### src/rtl/wand_rx_pkg.sv
// Shared types and default timing for the wired-AND line receiver.
package wand_rx_pkg;

    // Receiver control states.
    typedef enum logic [1:0] {
        IDLE     = 2'd0,
        LOW      = 2'd1,
        PRESENCE = 2'd2,
        RELEASE  = 2'd3
    } rx_state_t;

    // What a completed low pulse means, by its width.
    typedef enum logic [1:0] {
        BIT1   = 2'd0,
        BIT0   = 2'd1,
        BAD    = 2'd2,
        BRESET = 2'd3
    } width_class_t;

    // Default timing, all in clock cycles.
    localparam int DEF_SYNC_STAGES  = 2;
    localparam int DEF_SHORT_MAX    = 15;
    localparam int DEF_BIT_MAX      = 60;
    localparam int DEF_RESET_MIN    = 240;
    localparam int DEF_PRESENCE_CYC = 120;
    localparam int DEF_CNT_W        = 9;

    // Map a low width onto its meaning. A width of 0 never reaches here.
    function automatic width_class_t classify_width(
        input int unsigned w,
        input int unsigned short_max,
        input int unsigned bit_max,
        input int unsigned reset_min
    );
        if (w <= short_max) begin
            return BIT1;
        end else if (w <= bit_max) begin
            return BIT0;
        end else if (w < reset_min) begin
            return BAD;
        end
        return BRESET;
    endfunction

endpackage

### src/rtl/line_sync.sv
// Flop chain bringing the asynchronous line into the clock domain.
// Resets to 1 so an idle (pulled-up) line is not mistaken for a low pulse.
// SYNC_STAGES must be at least 2.
module line_sync #(
    parameter int SYNC_STAGES = 2
) (
    input  logic clk,
    input  logic rst_n,
    input  logic d_i,
    output logic q_o
);

    logic [SYNC_STAGES-1:0] r_sync;

    // Shift the raw line value through the chain; the last stage is the safe copy.
    always_ff @(posedge clk or negedge rst_n) begin
        if (!rst_n) begin
            r_sync <= '1;
        end else begin
            r_sync <= {r_sync[SYNC_STAGES-2:0], d_i};
        end
    end

    assign q_o = r_sync[SYNC_STAGES-1];

endmodule

### src/rtl/wand_line_rx.sv
// Pulse-width receiver and presence responder for an open-drain wired-AND line.
// Low pulses are measured on the synchronized line, classified when the line
// returns high, shifted in LSB first and handed out on a valid/ready port.
module wand_line_rx
    import wand_rx_pkg::*;
#(
    parameter int SYNC_STAGES  = DEF_SYNC_STAGES,
    parameter int SHORT_MAX    = DEF_SHORT_MAX,
    parameter int BIT_MAX      = DEF_BIT_MAX,
    parameter int RESET_MIN    = DEF_RESET_MIN,
    parameter int PRESENCE_CYC = DEF_PRESENCE_CYC,
    parameter int CNT_W        = DEF_CNT_W
) (
    input  logic       clk,
    input  logic       rst_n,
    input  logic       line_i,
    output logic       line_pull_o,
    output logic [7:0] data_o,
    output logic       valid_o,
    input  logic       ready_i,
    output logic       bus_reset_o,
    output logic       err_o,
    output logic       ovf_o
);

    rx_state_t        r_state;
    logic [CNT_W-1:0] r_w;          // low width while in LOW, presence timer in PRESENCE
    logic [7:0]       r_shift;
    logic [2:0]       r_bitcnt;
    logic             r_pull;
    logic             r_err;
    logic             r_brst;
    logic [7:0]       r_data;
    logic             r_valid;
    logic             r_ovf;

    logic             w_ls;
    width_class_t     w_class;
    logic             w_decode;
    logic             w_bit_ok;
    logic [7:0]       w_shift_new;
    logic             w_complete;
    logic             w_take;

    line_sync #(
        .SYNC_STAGES(SYNC_STAGES)
    ) u_sync (
        .clk  (clk),
        .rst_n(rst_n),
        .d_i  (line_i),
        .q_o  (w_ls)
    );

    // The classification happens in the first cycle the line is seen high again.
    assign w_class     = classify_width(32'(r_w), SHORT_MAX, BIT_MAX, RESET_MIN);
    assign w_decode    = (r_state == LOW) && w_ls;
    assign w_bit_ok    = w_decode && ((w_class == BIT1) || (w_class == BIT0));
    assign w_shift_new = {(w_class == BIT1), r_shift[7:1]};
    assign w_complete  = w_bit_ok && (r_bitcnt == 3'd7);
    assign w_take      = r_valid && ready_i;

    // Line FSM: width measurement, bit assembly, error/bus-reset pulses and presence pull.
    always_ff @(posedge clk or negedge rst_n) begin
        if (!rst_n) begin
            r_state  <= IDLE;
            r_w      <= '0;
            r_shift  <= 8'h00;
            r_bitcnt <= 3'd0;
            r_pull   <= 1'b0;
            r_err    <= 1'b0;
            r_brst   <= 1'b0;
        end else begin
            r_err  <= 1'b0;
            r_brst <= 1'b0;
            case (r_state)
                IDLE: begin
                    r_pull <= 1'b0;
                    if (!w_ls) begin
                        r_state <= LOW;
                        r_w     <= CNT_W'(1);
                    end
                end
                LOW: begin
                    if (!w_ls) begin
                        // Saturate so a very long low still reads as bus reset.
                        if (r_w != CNT_W'(RESET_MIN)) begin
                            r_w <= r_w + 1'b1;
                        end
                    end else begin
                        r_w <= '0;
                        case (w_class)
                            BIT1, BIT0: begin
                                r_state <= IDLE;
                                if (r_bitcnt == 3'd7) begin
                                    r_bitcnt <= 3'd0;
                                    r_shift  <= 8'h00;
                                end else begin
                                    r_bitcnt <= r_bitcnt + 3'd1;
                                    r_shift  <= w_shift_new;
                                end
                            end
                            BAD: begin
                                r_state  <= IDLE;
                                r_err    <= 1'b1;
                                r_shift  <= 8'h00;
                                r_bitcnt <= 3'd0;
                            end
                            default: begin
                                r_state  <= PRESENCE;
                                r_brst   <= 1'b1;
                                r_shift  <= 8'h00;
                                r_bitcnt <= 3'd0;
                            end
                        endcase
                    end
                end
                PRESENCE: begin
                    // Pull starts one cycle after the bus-reset pulse and lasts PRESENCE_CYC cycles.
                    if (r_w == CNT_W'(PRESENCE_CYC)) begin
                        r_pull  <= 1'b0;
                        r_w     <= '0;
                        r_state <= RELEASE;
                    end else begin
                        r_pull <= 1'b1;
                        r_w    <= r_w + 1'b1;
                    end
                end
                RELEASE: begin
                    // Our own pull is still draining through the synchronizer; wait it out.
                    r_pull <= 1'b0;
                    if (w_ls) begin
                        r_state <= IDLE;
                    end
                end
                default: begin
                    r_state <= IDLE;
                    r_pull  <= 1'b0;
                end
            endcase
        end
    end

    // Output holding register: load completed bytes, drop them when the slot is full and not draining.
    always_ff @(posedge clk or negedge rst_n) begin
        if (!rst_n) begin
            r_data  <= 8'h00;
            r_valid <= 1'b0;
            r_ovf   <= 1'b0;
        end else begin
            r_ovf <= 1'b0;
            if (w_complete) begin
                if (!r_valid || ready_i) begin
                    r_data  <= w_shift_new;
                    r_valid <= 1'b1;
                end else begin
                    r_ovf <= 1'b1;
                end
            end else if (w_take) begin
                r_valid <= 1'b0;
            end
        end
    end

    assign line_pull_o = r_pull;
    assign data_o      = r_data;
    assign valid_o     = r_valid;
    assign bus_reset_o = r_brst;
    assign err_o       = r_err;
    assign ovf_o       = r_ovf;

endmodule
### config.mk
export PLATFORM = sky130hd
export DESIGN_NAME = wand_line_rx
export DESIGN_NICKNAME = d
export VERILOG_FILES = /design/src/rtl/wand_rx_pkg.sv /design/src/rtl/line_sync.sv /design/src/rtl/wand_line_rx.sv
export SDC_FILE = /design/constraint.sdc
export NUM_CORES = 1
export LEC_CHECK = 0
export ABC_AREA = 1
export BUFFER_PORTS_ARGS = -buffer_cell sky130_fd_sc_hd__buf_2
export CAP_MARGIN = 10
export CORE_UTILIZATION = 47
export DETAILED_ROUTE_END_ITERATION = 12
export GPL_TIMING_DRIVEN = 0
export PLACE_DENSITY = 0.65
export SETUP_SLACK_MARGIN = 0.3
export SYNTH_ARGS = -nofsm -noshare
export SYNTH_HDL_FRONTEND = slang
export SYNTH_HIERARCHICAL = 1
export SYNTH_SLANG_ARGS = --single-unit
### constraint.sdc
create_clock -name clk -period 1.8 [get_ports clk]
set_input_delay 0.09 -clock clk [delete_from_list [all_inputs] [get_ports clk]]
set_output_delay 0.09 -clock clk [all_outputs]
set_load 0.01 [all_outputs]
==> results.md <==
* Status: completed
* CP top delay family: simple AND/OR/NAND/NOR gates
* CP peak stage delay at 0.40 ns
* Commonest cells after routing, fill and taps aside: nand2_1 (58), dfrtp_1 (32), inv_1 (26)
* Clock Latency Late Sink at 0.29 ns
* Initial core utilization at 49.38%
* Sequential Area at 905.9 um2
* Slowest cell on crit path: dfrtp_1
* Ant diodes at 0
* Vias in the first global route at 1,545
* Largest net degree at the start of global routing at 37
* Relative slew slack at 46.77%
* Clock Skew at 0.009948 ns
* YS warnings at 6
* Final Hold Viols at 0
* HPWL after DPL at 2728 um
* Residual overflow from global routing at 0
* Buffers on Ports at 16
* Final cell utilization of the core at 65.03%
* CP startpoint kind: flop
* Post-Syn Area at 1989 um2
* Clock buffer depth at 2
* Mapped Cells at 234
* Die Wd at 67.06 um
* CTS tree: built
* Yosys reg bits at 36
* Max Clock Freq at 663.3 MHz
* CTS Sinks at 36
* Total negative slack at 0 ns
* Worst-path clk slew at 0.07 ns
* Via count at 1,631
* Drt pass-1 iters at 4
* Die Y at 67.06 um
* Final worst setup slack at 0.2923 ns
* Commonest non-fill, non-tap cell in the layout: nand2_1
* Initial antenna violation count at 0
* Final period util at 83.76%
* RSZ-0062 raised after global routing: true
* DRC at 0
* CP Max Fanout at 5
* Total core area at 4029 um2
* DRT iter0 DRCs at 83
* I/O pins at 17
* GP Congestion at 0.8160
* H-tree depth at 2
* Worst Path Buf+Inv at 2
* NetSw at 1.161 mW
* Syn nets at 249
* Period minus WS final at 1.508 ns
* Fin area at 2620 um2
* Total power at 3.081 mW
* Syn Area/Cell at 8.502 um2
* Max-slew violations at 0
* Synth cell types at 28
* Share of the yosys chip area belonging to registers at 45.41%
* Sw Share at 37.68%
* Setup slack at placement at 0.1242 ns
* Crit Path Category: reg2reg
* Slew at the pin closest to its max-slew limit at 0.7984 ns
* Root Buffer: clkbuf_8
* Max-Cap Viols at 0
* Area Overhead vs Synth at 31.70%
* Layout cells sized above 1 at 39.86%
* Clock network fraction of design power at 20.0%
* Row cnt at 23
* CP Data Required Time at 1.97 ns
* CP most frequent cell: nand2_2
* Num CTS Buffers at 5
* Nets at 300
* Routed len/inst at 12.78 um
* Final-layout fill cell count at 338
* Multi-input gate area at 1070 um2
* Remaining antenna violation count after routing at 0
* Setup-failing EPs final at 0
* Pint at 1.920 mW
* Gr usage total at 21.24%
* Final WL at 4293 um
* CP Data Arrival Time at 1.68 ns
* Placed Area at 2146 um2
* CP cell instances: inv_2, ha_4, nand2_4, nor2_4, nand3_2, nand2_2, buf_6, nand2_2, o21ai_1, nand2_1
* Worst hold path type: in2reg
* Sequential power share at 37.3%
* P per Cell Area at 1176 nW/um2
* Max IR drop VDD at 949.2 uV
* First-pass GRT wire length at 6996 um
* Post-DR vias/cell at 4.854
* Worst setup EP type: flop
* Die Area at 4497 um2
* Combinational share of power at 42.7%
* P_leak at 1.422 nW
-- worst register-to-register path, cell delays in order (launching register included) --
cell and delay, ns:
dfrtp_1 0.40, inv_2 0.09, ha_4 0.19, nand2_4 0.08, nor2_4 0.10, nand3_2 0.10, nand2_2 0.12, buf_6 0.14
nand2_2 0.05, o21ai_1 0.06, nand2_1 0.07
-- Yosys cell counts, drive strengths merged --
master   n  area, um2
nor3     3      20.02
nand2   75      319.0
nand4    3      33.78
a21oi    3      26.28
dfrtp   34      850.8
or2      1      6.260
o21ai   15      101.4
dfstp    2      52.55
xor2     1      8.760
ha      11      137.6
inv     36      135.1
nand3   19      100.1
nand3b   1      7.510
a21boi   1      18.77
nor2    21      111.4
o22ai    6      37.54
buf      2      22.52
-- registers in the layout (all words and copies together), names as in the netlist, named ones only --
signal         cells
r_bitcnt           3
r_w                9
line_pull_o        1
r_state            1
data_o             8
err_o              1
u_sync/r_sync      2
r_shift            7
ovf_o              1
bus_reset_o        1
valid_o            1
-- power by group through the flow --
stage	Sequential [mW]	Combinational (mW)	Clock, mW
detailed placement	1.17	0.934	0
finish	1.15	1.32	0.616
global placement	1.16	0.901	0
global route	1.17	1.45	0.670
CTS	1.13	1.08	0.629
floorplan	1.18	0.644	0
-- kinds of logic after synthesis --
kind of cell | Yosys count | share of synthesized area (%)
adder cells (fa/ha/maj) | 11 | 6.918
AO/OA/AOI/OAI | 25 | 9.246
buffers and inverters | 38 | 7.924
XOR/XNOR | 1 | 0.4403
flip-flops | 36 | 45.41
AND/OR/NAND/NOR | 123 | 30.06
-- worst paths after layout --
kind,from,to,slack (ns),depth (start not counted)
max in group asynchronous,rst_n,r_state[0]$_DFFE_PN0P_,0.82,2
min in group asynchronous,rst_n,r_w[6]$_DFFE_PN0P_,0.42,2
setup / recovery,flop,r_w[0]$_DFFE_PN0P_,0.29,10
setup reg to reg,flop,r_w[0]$_DFFE_PN0P_,0.29,10
hold / removal,ready_i,ovf_o$_DFF_PN0_,0.14,4
hold reg to reg,u_sync/r_sync[0]$_DFF_PN1_,u_sync/r_sync[1]$_DFF_PN1_,0.36,0
-- layer usage --
layer	vias up	global-route usage [%]	wire length (um)	part of all wire, %
li1	841	-	-	-
met4	0	6.383	46	1.1
met1	765	28.11	2147	50
met5	-	0	0	0
met3	4	5.651	130	3.0
met2	21	33.50	1970	46
-- metrics by stage --
stage	hold WS (ns)	instances
2_1_floorplan	-0.2056	234
3_5_place_dp	0.1963	300
4_1_cts	0.1275	322
3_3_place_gp	0.1948	300
6_report	0.1380	336
5_1_grt	0.1486	336
-- layout make-up --
class / count / area share [%]
multi-input cells: 160 / 40.83
flip-flops and latches: 36 / 34.58
repair buffers: 44 / 12.27
inverters: 36 / 5.349
clock buffers: 7 / 3.295
well taps: 50 / 2.388
plain buffers: 2 / 1.003
clock inverters: 1 / 0.2865
-- timing repair --
action / in CTS / in global routing
endpoints found under the hold margin: 35 / 0
hold buffers: 2 / 0
resized for setup: 9 / 38
cloned: 1 / 1
setup endpoints to repair: 26 / 26
setup buffers: 11 / 13
pin swaps: 4 / 12
No activity file was read; power rests on OpenSTA's default activity.
